<file path="config.mk">
export PLATFORM = sky130hd
export DESIGN_NAME = live_cell_encoder
export DESIGN_NICKNAME = d
export VERILOG_FILES = /design/src/rtl/live_cell_encoder.sv
export SDC_FILE = /design/constraint.sdc
export NUM_CORES = 1
export LEC_CHECK = 0
export CORE_MARGIN = 2
export CORE_UTILIZATION = 50
export DETAILED_ROUTE_END_ITERATION = 16
export GPL_TIMING_DRIVEN = 0
export PLACE_DENSITY = 0.83
export SLEW_MARGIN = 5
export SYNTH_ARGS = -nofsm -noshare
export SYNTH_HDL_FRONTEND = slang
export SYNTH_SLANG_ARGS = --single-unit
</file>
<file path="constraint.sdc">
create_clock -name CLK -period 4.97 [get_ports CLK]
set_clock_uncertainty 0.2 [all_clocks]
set_input_delay 0.994 -clock CLK [delete_from_list [all_inputs] [get_ports CLK]]
set_output_delay 0.994 -clock CLK [all_outputs]
set_load 0.005 [all_outputs]
</file>
<file path="src/rtl/live_cell_encoder.sv">
// Purpose: serialises a row bitmap of live cells into binary column indices, lowest index first.
// Latency: first index one cycle after the bitmap is accepted, then one index per accepted transfer.
// Backpressure: index outputs hold while IDX_READY is low; LOAD_READY is low for the whole scan.
module live_cell_encoder #(
  parameter int WIDTH = 8,
  parameter int IDX_W = $clog2(WIDTH),
  parameter int CNT_W = $clog2(WIDTH + 1)
) (
  input  logic             CLK,
  input  logic             RST,
  input  logic             LOAD_VALID,
  input  logic [WIDTH-1:0] LOAD_DATA,
  output logic             LOAD_READY,
  output logic             IDX_VALID,
  input  logic             IDX_READY,
  output logic [IDX_W-1:0] IDX_OUT,
  output logic             IDX_LAST,
  output logic [CNT_W-1:0] LIVE_COUNT,
  output logic             EMPTY_PULSE
);

  typedef enum logic {
    IDLE = 1'b0,
    SCAN = 1'b1
  } state_t;

  // Index of the lowest set bit; 0 for an empty mask (never used in that case).
  function automatic logic [IDX_W-1:0] lowest_idx(input logic [WIDTH-1:0] m);
    lowest_idx = '0;
    for (int i = WIDTH - 1; i >= 0; i--) begin
      if (m[i]) lowest_idx = IDX_W'(i);
    end
  endfunction

  // Number of set bits in the bitmap.
  function automatic logic [CNT_W-1:0] popcount(input logic [WIDTH-1:0] m);
    popcount = '0;
    for (int i = 0; i < WIDTH; i++) begin
      popcount = popcount + CNT_W'(m[i]);
    end
  endfunction

  // True when exactly one bit is set, i.e. the lowest set bit is also the last.
  function automatic logic single_bit(input logic [WIDTH-1:0] m);
    single_bit = (m != '0) && ((m & (m - WIDTH'(1))) == '0);
  endfunction

  state_t             state, state_nx;
  logic [WIDTH-1:0]   mask, mask_nx;
  logic               idx_vld, idx_vld_nx;
  logic [IDX_W-1:0]   idx, idx_nx;
  logic               idx_last, idx_last_nx;
  logic [CNT_W-1:0]   live_cnt, live_cnt_nx;
  logic               empty_pls, empty_pls_nx;
  logic [WIDTH-1:0]   mask_clr;
  logic               load_acc;
  logic               idx_acc;

  // Mask holds the bits still to be emitted, including the one currently on IDX_OUT.
  assign mask_clr = mask & ~(WIDTH'(1) << idx);
  assign load_acc = (state == IDLE) && LOAD_VALID;
  assign idx_acc  = (state == SCAN) && idx_vld && IDX_READY;

  // Next-state and next-output logic; every output is registered.
  always_comb begin
    state_nx     = state;
    mask_nx      = mask;
    idx_vld_nx   = idx_vld;
    idx_nx       = idx;
    idx_last_nx  = idx_last;
    live_cnt_nx  = live_cnt;
    empty_pls_nx = 1'b0;
    case (state)
      IDLE: begin
        if (load_acc) begin
          mask_nx     = LOAD_DATA;
          live_cnt_nx = popcount(LOAD_DATA);
          if (LOAD_DATA == '0) begin
            empty_pls_nx = 1'b1;
          end else begin
            state_nx    = SCAN;
            idx_vld_nx  = 1'b1;
            idx_nx      = lowest_idx(LOAD_DATA);
            idx_last_nx = single_bit(LOAD_DATA);
          end
        end
      end
      SCAN: begin
        if (idx_acc) begin
          mask_nx = mask_clr;
          if (idx_last) begin
            // Return to IDLE; the next load is taken no earlier than the following cycle.
            state_nx    = IDLE;
            idx_vld_nx  = 1'b0;
            idx_nx      = '0;
            idx_last_nx = 1'b0;
          end else begin
            idx_nx      = lowest_idx(mask_clr);
            idx_last_nx = single_bit(mask_clr);
          end
        end
      end
      default: state_nx = IDLE;
    endcase
  end

  // State and output registers with synchronous reset that discards any scan in flight.
  always_ff @(posedge CLK) begin
    if (RST) begin
      state     <= IDLE;
      mask      <= '0;
      idx_vld   <= 1'b0;
      idx       <= '0;
      idx_last  <= 1'b0;
      live_cnt  <= '0;
      empty_pls <= 1'b0;
    end else begin
      state     <= state_nx;
      mask      <= mask_nx;
      idx_vld   <= idx_vld_nx;
      idx       <= idx_nx;
      idx_last  <= idx_last_nx;
      live_cnt  <= live_cnt_nx;
      empty_pls <= empty_pls_nx;
    end
  end

  assign LOAD_READY  = (state == IDLE);
  assign IDX_VALID   = idx_vld;
  assign IDX_OUT     = idx;
  assign IDX_LAST    = idx_last;
  assign LIVE_COUNT  = live_cnt;
  assign EMPTY_PULSE = empty_pls;

endmodule

</file>
==> results <==
- The flow ran to the end, and the final reports show no timing, DRC or antenna violations.
- In the final layout, the share of cells above drive strength 1 is 8.019%.
- The later pin in the worst-skew pair is clocked with a latency of 300 ps.
- The worst voltage drop across the vdd grid is 194.5 uV.
- Total power for the finished layout comes to 0.4160 mW.
- The count of cells in the finished layout, fillers not included, comes to around 240.
- The count of filler cells inserted in the layout is ~250.
- The final routed wire length divided by cell count is roughly 14 um.
- The maximum fanout encountered on the critical timing path is 5.
- The number of global-route vias before repair is around 1200.
- The reg-to-reg startpoint is IDX_OUT[2].
- The number of levels in the clock H-tree is 1.
- The path with the worst hold slack has its endpoint at LIVE_COUNT[0].
- Clock tree synthesis selected as its root buffer the cell sky130_fd_sc_hd__clkbuf_4.
- The total instance count after detailed placement is between 200 and 250.
- The required time at the endpoint of the critical path is between 5000 and 6000 ps.
- The floorplan step defined a die boundary enclosing 0.003291 mm^2.
- The TritonCTS sink count is 19.
- The initial antenna violation count is 0.
- The horizontal die dimension is 57.37 um.
- Hold repair after CTS inserted 0 buffers.
- The top flip-flop cell by instance count after synthesis is sky130_fd_sc_hd__dfxtp_1.
- The element type at the critical path start is an input pin.
- The number of instances resized during post-cts repair is 0.
- The starting utilization of the core area is 52.08%.
- Summing every instance area after synthesis gives 0.001424 mm^2.
- The origin of the worst min-delay path is LIVE_COUNT[0].
- The accumulated negative setup slack is 0 ps.
- Setup repair after global routing left no endpoint under its margin.
- The floorplan die height is roughly 57 um.
- The tool flagged a number of max-cap violations equal to 0.
- The number of nets in the layout is ~240.
- Measured in cells, the most critical reg-to-reg path has a length of 6.
- The arrival time of data at the critical path endpoint is about 4100 ps.
- The leakage component of the power is between 0.6 and 0.7 nW.
- Routability-driven placement finished with a final weighted congestion of 0.8606.
- The critical path is of the in2reg type.
- Counting flops with a built-in enable in the synthesized netlist gives 0.
- The final HPWL from detailed placement is 2615 um.
- The maximum number of pins on one net before global-route repair is 13.
- For the pin with the worst max-slew slack, the measured transition is around 430 ps.
- For flop-to-flop paths, the worst setup slack is between 2000 and 3000 ps.
- The area taken by flip-flops and latches is 380.4 um^2.
- Power spread over the standard cell area amounts to 244.3 mW/mm^2.
- The antenna diode instance count is 0.
- The worst register-to-register path ends at IDX_LAST.
- The biggest area contributor in the post-synthesis netlist is sky130_fd_sc_hd__dfxtp_1.
- The total core area is 0.002734 mm^2.
- The total overflow left after global routing is 0.
- The number of different library cells in the post-synthesis netlist is 43.
- Counting flops and latches in the post-synthesis netlist gives 19.
- The clock tree buffer depth is 2.
- The number of search-and-repair iterations in the first detailed-routing pass is 4.
- Counting instances, the worst hold path has a depth of 2.
- The area growth from synthesis to layout is 19.60%.
- The max-slew violation count is 0.
- The number of buffers added on ports is 21.
- The final number of setup-violating endpoints is 0.
- The count of endpoints failing hold in the final timing report is 0.
- Pin placement for this block handled 23 I/O pins.
- By area the synthesized netlist is led by sky130_fd_sc_hd__dfxtp_1, sky130_fd_sc_hd__a21oi_1, sky130_fd_sc_hd__fa_1.
- The aggregate global-route resource usage is 22.00%.
- Counting every net in the synthesized netlist gives approximately 210.
- The fraction of post-synthesis cell area in the top cell type by area is around a quarter.
- The detail-routed via count per cell is between 5 and 6.
- The detailed router finished its first iteration with 55 violations.
- The clock transition at the registers of the reported paths is ~110 ps.
- The routed design could run at a clock period as short as 4095 ps.
- The share of the Yosys chip area taken by registers is 26.71%.
- The final period utilization is 82.40%.
- Summed over all layers, the routed wires come to 3446 um.
- The floorplan has 19 rows.
- Once detail routing completed, the nets flagged for antenna violations numbered 0.
- After synthesis, the mean cell area works out to 7.614 um^2.
- The CTS tree is built.
- Summing all multi-input logic gate instances after layout gives 944.7 um^2.
- The post-detailed-route DRC marker count is 0.
- Buffers added to address setup during post-CTS repair amount to 0.
- The fraction of registers with async set/reset is 0%.
- The total vias in the final route is 1420.
- The pre-CTS setup slack is 520.9 ps.
- During synthesis, Yosys emitted a total of 0 warnings.
- The worst setup path is captured at a register.
- The normalized max-slew margin is 71.21%.
- After synthesis, the most frequently instantiated cells are sky130_fd_sc_hd__nand2_1, sky130_fd_sc_hd__nor2_1, sky130_fd_sc_hd__dfxtp_1.
- The clock buffer count from CTS is 3.
- In this run the worst hold path is classified as reg2reg.
- The maximum operating frequency is 0.2442 GHz.
- The wire length of the first global-routing pass is 5692 um.
- In the post-route analysis, the smallest setup slack over all paths is 874.9 ps.
- Counting every instance in the synthesized netlist gives 187.
==> through the flow <==
stage | cell area (um^2) | util (%) | hold slack (ps)
floorplan | 1424 | - | 248.2
global placement | 1673 | 61.19 | 244.0
detailed placement | 1673 | 61.19 | 251.5
CTS | 1703 | 62.29 | 267.1
global route | 1703 | 62.29 | 299.3
finish | 1703 | 62.29 | 264.5
==> kinds of logic after synthesis <==
| kind of cell | Yosys count | synth area share [%] |
|---|---|---|
| DFF | 19 | 26.71 |
| adders and majority gates | 10 | 10.90 |
| buffers and inverters | 23 | 6.942 |
| xor gates and xnor gates | 2 | 1.230 |
| and+or+nand+nor | 69 | 23.38 |
| AOI/OAI and AO/OA | 60 | 27.94 |
| muxes | 4 | 2.900 |
==> worst max path at each step <==
| stage | startpoint | end | slack [ps] | cells after the start |
|---|---|---|---|---|
| after floorplan | LOAD_DATA[0] | LIVE_COUNT[2] | 1330 | 11 |
| after global placement | LOAD_DATA[0] | LIVE_COUNT[2] | 570 | 12 |
| after detailed placement | LOAD_DATA[0] | LIVE_COUNT[2] | 520 | 12 |
| after CTS | LOAD_DATA[0] | LIVE_COUNT[2] | 850 | 12 |
| after global routing | LOAD_DATA[0] | LIVE_COUNT[2] | 700 | 12 |
| final | LOAD_DATA[0] | LIVE_COUNT[2] | 870 | 12 |
==> registers in the layout (all words and copies together) (netlist names) <==
signal and cells:
IDX_OUT 3, IDX_VALID 1, LIVE_COUNT 4, state 1
EMPTY_PULSE 1, mask 8, IDX_LAST 1
==> critical path, cell delays in order <==
cell and delay (ps):
sky130_fd_sc_hd__clkdlybuf4s50_1 560, sky130_fd_sc_hd__fa_1 600, sky130_fd_sc_hd__inv_1 50, sky130_fd_sc_hd__fa_1 490
sky130_fd_sc_hd__fa_1 410, sky130_fd_sc_hd__inv_1 70, sky130_fd_sc_hd__ha_1 150, sky130_fd_sc_hd__inv_1 50
sky130_fd_sc_hd__fa_1 370, sky130_fd_sc_hd__xnor2_1 160, sky130_fd_sc_hd__nand2_1 80, sky130_fd_sc_hd__a21oi_1 150
==> where the power goes <==
part	internal, mW	total [mW]	switching [mW]	leakage, nW
logic	0.0729	0.153	0.0806	0.507
registers	0.165	0.180	0.0156	0.156
clock network	0.0306	0.0823	0.0517	0.0139
==> area by class of cell <==
cell class / instances / share of cell area (%)
Buffer: 7 / 2.278
Clock buffer: 3 / 1.323
Clock inverter: 1 / 0.4409
Inverter: 16 / 3.527
Multi-Input combinational cell: 145 / 55.47
Sequential cell: 19 / 22.34
Tap cell: 31 / 2.278
Timing Repair Buffer: 21 / 12.34
==> metal layers <==
metal / vias up / wire (um) / global-route usage, %
met3: 2 / 201 / 5.669
met1: 655 / 1673 / 31.93
met2: 41 / 1552 / 33.12
met5: - / 0 / 0
met4: 0 / 19 / 4.319
li1: 722 / - / -
==> layout by cell type (no fill, tap or decap), types with 5 or more instances in the layout <==
cell type                          n
sky130_fd_sc_hd__clkdlybuf4s50_1  21
sky130_fd_sc_hd__a22oi_1           6
sky130_fd_sc_hd__nor2_1           21
sky130_fd_sc_hd__inv_1            16
sky130_fd_sc_hd__nand2_1          21
sky130_fd_sc_hd__nand3_1          10
sky130_fd_sc_hd__ha_1              6
sky130_fd_sc_hd__dfxtp_1          19
sky130_fd_sc_hd__a21oi_1          17
sky130_fd_sc_hd__a31oi_1           5
sky130_fd_sc_hd__a211oi_1          5
sky130_fd_sc_hd__o21ai_0          10
No activity file was read; power rests on OpenSTA's default activity.
